<file path="config.mk">
export PLATFORM = sky130hd
export DESIGN_NAME = sync_marker_tx
export DESIGN_NICKNAME = d
export VERILOG_FILES = /design/src/rtl/sync_marker_tx.sv
export SDC_FILE = /design/constraint.sdc
export NUM_CORES = 1
export LEC_CHECK = 0
export ABC_AREA = 1
export BUFFER_PORTS_ARGS = -buffer_cell sky130_fd_sc_hd__buf_2
export CAP_MARGIN = 30
export CORE_ASPECT_RATIO = 1.1
export CORE_UTILIZATION = 58
export CTS_CLUSTER_SIZE = 40
export DETAILED_ROUTE_END_ITERATION = 10
export PLACE_DENSITY = 0.85
export REMOVE_ABC_BUFFERS = 1
export SYNTH_ARGS = -nofsm -noshare
export SYNTH_HDL_FRONTEND = slang
export SYNTH_SLANG_ARGS = --single-unit
</file>
<file path="constraint.sdc">
create_clock -name clk -period 1.75 [get_ports clk]
set_input_delay 0 -clock clk [delete_from_list [all_inputs] [get_ports clk]]
set_output_delay 0 -clock clk [all_outputs]
set_load 0.1 [all_outputs]
</file>
<file path="src/rtl/sync_marker_tx.sv">
// Serial frame transmitter: 0110 marker, bit-stuffed MSB-first payload,
// then a run of guard ones. Feeds the downstream marker detector.
module sync_marker_tx #(
  parameter int DATA_W = 8,
  parameter int GUARD  = 3
) (
  input  logic              clk,
  input  logic              reset,
  input  logic [DATA_W-1:0] tx_data,
  input  logic              tx_valid,
  output logic              tx_ready,
  output logic              out,
  output logic              stuff_bit,
  output logic              frame_done
);

  localparam int BW = $clog2(DATA_W + 1);
  localparam int GW = $clog2(GUARD + 1);
  localparam logic [BW-1:0] BFULL = BW'(DATA_W);
  localparam logic [GW-1:0] GLAST = GW'(GUARD);
  localparam logic [GW-1:0] GPEN  = GW'(GUARD - 1);

  typedef enum logic [1:0] {
    IDLE,
    MARK,
    DATA,
    GRD
  } state_t;

  state_t            state, state_n;
  logic [DATA_W-1:0] shreg, shreg_n;
  logic [BW-1:0]     bitcnt, bitcnt_n;
  logic [GW-1:0]     gcnt, gcnt_n;
  logic [1:0]        mcnt, mcnt_n;
  logic [2:0]        hist, hist_n;
  logic              out_n, stuff_n, done_n;
  logic              emit;

  assign tx_ready = (state == IDLE);

  always_ff @(posedge clk or posedge reset) begin
    if (reset) begin
      state      <= IDLE;
      shreg      <= '0;
      bitcnt     <= '0;
      gcnt       <= '0;
      mcnt       <= '0;
      hist       <= '0;
      out        <= 1'b1;
      stuff_bit  <= 1'b0;
      frame_done <= 1'b0;
    end else begin
      state      <= state_n;
      shreg      <= shreg_n;
      bitcnt     <= bitcnt_n;
      gcnt       <= gcnt_n;
      mcnt       <= mcnt_n;
      hist       <= hist_n;
      out        <= out_n;
      stuff_bit  <= stuff_n;
      frame_done <= done_n;
    end
  end

  // Registers hold what is on the line now; this computes the next line bit.
  always_comb begin
    state_n  = state;
    shreg_n  = shreg;
    bitcnt_n = bitcnt;
    gcnt_n   = gcnt;
    mcnt_n   = mcnt;
    out_n    = 1'b1;
    stuff_n  = 1'b0;
    done_n   = 1'b0;
    emit     = 1'b0;

    unique case (state)
      IDLE: begin
        if (tx_valid) begin
          state_n  = MARK;
          mcnt_n   = 2'd0;
          out_n    = 1'b0;
          shreg_n  = tx_data;
          bitcnt_n = BFULL;
        end
      end
      MARK: begin
        if (mcnt == 2'd3) begin
          emit = 1'b1;
        end else begin
          mcnt_n = mcnt + 2'd1;
          out_n  = (mcnt != 2'd2);
        end
      end
      DATA: begin
        if (bitcnt == '0) begin
          state_n = GRD;
          gcnt_n  = GW'(1);
        end else begin
          emit = 1'b1;
        end
      end
      GRD: begin
        if (gcnt == GLAST) begin
          state_n = IDLE;
        end else begin
          gcnt_n = gcnt + GW'(1);
          done_n = (gcnt == GPEN);
        end
      end
      default: state_n = IDLE;
    endcase

    // A line ending in 011 followed by 0 would fake a marker.
    if (emit) begin
      state_n = DATA;
      if (hist == 3'b011) begin
        stuff_n = 1'b1;
      end else begin
        out_n    = shreg[DATA_W-1];
        shreg_n  = shreg << 1;
        bitcnt_n = bitcnt - BW'(1);
      end
    end

    hist_n = {hist[1:0], out_n};
  end

endmodule

</file>
==> impl_metrics.ini <==
[synthesis]
synth-warning-count = 0
synth_edf_count = 0
yosys.area.top_type = dfrtp_1
ys_seq_elements = 24
synth_top_cell_area_share_pct = 38.0
synthCells = 204
async_flop_share_pct = 100
synth_area_um2 = 1520
synth_cell_types = 24
ys_top_cells_by_area = dfrtp_1, nand2_1, ha_1, nand2_2, inv_1
ys_seq_area_share_pct = 39.7
postSynthAreaPerCell_um2 = 7.43
synth-main-ff-cell = dfrtp_1

[worst_hold_path]
min_delay_worst_endpoint = shreg[1]
holdPathStages = 5
min_path_type = input port to flip-flop
min_from = tx_data[1]

[pwr]
pwr-share-clk_pct = 20.4
p_sw_uw = 813
p_int_mw = 1.19
p_sw_share_pct = 40.6
power_frac_seq_pct = 40.5
ir_drop_v = 0.000864
combPwrFrac_pct = 39.1
power.density_nw_per_um2 = 1170
p_leak_nw = 1.01

[detailed_routing]
wire_per_inst_um = 11.5
dr.pass1.iters = 4
routed.top_layer = met4
wl_met2_mm = 1.50
ant_nets = 0
vias = 1329
drc_errors = 0
route.met3.wl_um = 110
dr.first_iter.drc_count = 63
wl_met1_mm = 1.35
wl_mm = 2.97
viasPerCell = 5.15

[timing]
hold_viol = 0
tightestPinTransition_ps = 493
timing.slew.headroom_pct = 67.3
slew_viol_final = 0
rsz0062_at_grt = no
setup_viol = 0
hold_ws_ps = 11.3
fin_skew_ps = 7.86
max_freq_ghz = 0.614
timing.final.ws_setup_ps = 121
final.period_utilization_pct = 93.1
period_minus_slack_ps = 1630

[cts]
numCtsBuffers = 3
clockBufferDepth = 2
path_clk_slew_ps = 140
cts_setup_buffers = 0
cts_max_level = 1
numClockSinks = 24
root_buffer = clkbuf_4
tritoncts = built
worstSkewPairLatency_ps = 320

[global_routing]
antenna_found_initial = 0
grt_overflow_total = 0
grt_first_pass_wirelength_mm = 5.15
grt_use_total_pct = 24.0
grt_max_degree = 25
grt_pass1_vias = 1229

[finish]
layout-drive-gt1-share_pct = 18.5
nFillCells = 204
area_growth_pct = 13.4
n_antenna_cell = 0
final_nets = 250
final_cells = 258

[critical_path]
rr_endpoint = bitcnt[1]
critical_path.startpoint_type = flip-flop
crit_slowest_cell = buf_2
cp_top_family = buffers and inverters
critPathMaxStageDelay_ps = 470
crit_fanout = 5
endpoint_kind = primary output
regToRegSetupSlack_ps = 130
path_cells = inv_1 > ha_1 > buf_2
worstSetupPathType = flip-flop to primary output
worstPathRequired_ps = 1750
r2r_start = state[0]
cp.arrival_ps = 1630
r2r_cells = 10
worst-path-buf-inv = 2

[placement]
dp_hpwl_mm = 2.01
finalWeightedCongestion = 0.778
portBuffers = 14
dpl_worst_slack_ps = 116
placed_cells = 249

[job]
maxCapViolations = 0

[floorplanning]
row_count = 19
die_h_um = 55.6
ios = 15
die_w_um = 50.7
initial_core_util_pct = 60.7
core_um2 = 2500
die-area_um2 = 2820

[run_status]
outcome = completed
[logic make-up (layout without fill, tap and decap cells)]
group,count (synthesis),after routing,synth area share [%]
simple gates,131,131,36.9
buf+inv,23,46,7.60
fa+ha+maj,11,11,9.08
xor+xnor,1,1,0.578
flops,24,24,39.7
compound gates,14,14,6.11
[sequential cells by signal, summed over array words and instances, names as in the netlist]
name,flops
shreg,8
bitcnt,4
hist,3
gcnt,2
mcnt,2
state,2
frame_done,1
out,1
stuff_bit,1
[synthesized netlist by cell type, types with 2 or more instances]
cell type and instances:
dfrtp_1 23, ha_1 11, inv_1 18, nand2_1 98
nand2_2 11, nand2_4 2, nand3_1 11, nor2_1 5
nor2_2 2, o21ai_0 9
[worst reg2reg max path, cell delays in order (launching register included)]
cell,delay [ps]
dfrtp_1,450
inv_1,130
ha_1,260
nand2_4,140
buf_4,190
nand2_1,60
inv_1,50
nand2_1,60
o21ai_0,80
nand2_1,70
nand2_1,40
[power by group through the flow]
| stage | clock (mW) | sequential, mW | combinational, mW |
|---|---|---|---|
| final | 0.408 | 0.811 | 0.784 |
| after floorplan | 0 | 0.908 | 0.512 |
| after global placement | 0 | 0.820 | 0.746 |
| after detailed placement | 0 | 0.820 | 0.778 |
| after global routing | 0.438 | 0.832 | 0.880 |
| after CTS | 0.418 | 0.812 | 0.789 |
[how the worst max path moves through the flow]
stage	from	to	slack (ps)	depth (start not counted)
finish	state[0]	tx_ready	120	3
global route	state[1]	bitcnt[1]	30	10
CTS	state[0]	shreg[6]	80	10
detailed placement	state[0]	shreg[6]	120	10
global placement	state[0]	shreg[1]	190	10
floorplan	state[0]	shreg[1]	-620	10
[per-layer routing]
metal,GRT usage [%],vias to the layer above
met4,5.95,0
met5,0,-
met1,31.3,619
met3,4.10,2
li1,-,674
met2,41.1,34
[metrics by stage]
| step | TNS, ps | power [mW] | area (µm²) | util (%) |
|---|---|---|---|---|
| after CTS | 0 | 2.02 | 1710 | 68.6 |
| after floorplan | -9340 | 1.42 | 1470 | - |
| after detailed placement | 0 | 1.60 | 1610 | 64.5 |
| final | 0 | 2.00 | 1720 | 68.8 |
| after global placement | 0 | 1.57 | 1610 | 64.5 |
| after global routing | 0 | 2.15 | 1720 | 68.8 |
[layout make-up]
cell class	instances	area, µm²	share of cell area [%]
Clock buffer	3	22.5	1.31
Clock inverter	1	30.0	1.75
Inverter	19	71.3	4.15
Multi-Input combinational cell	157	803	46.8
Sequential cell	24	602	35.0
Tap cell	31	38.8	2.26
Timing Repair Buffer	23	150	8.74
[placed cells by master, fill, tap and decap left out]
cell            n
nand4_1         1
bufinv_16       1
nor2_2          2
a21oi_1         1
nand3b_1        1
o21ai_0         9
nand2_1        98
dlygate4sd3_1   5
a21boi_4        1
nand2_2        10
inv_1          17
a21boi_1        1
o21a_1          1
buf_4           4
dfrtp_1        23
buf_2          14
clkbuf_4        3
ha_1           11
xnor2_1         1
inv_2           2
nor2_1          5
o21ai_2         1
nand2_4         3
nand3_1        11
dfstp_2         1
[timing repair]
| item | CTS | global route |
|---|---|---|
| resized for setup | 0 | 2 |
| endpoints found under the hold margin | 28 | 0 |
| hold buffers | 5 | 0 |
| endpoints found under the setup margin | 0 | 8 |
Power figures use the tool's default switching activity.
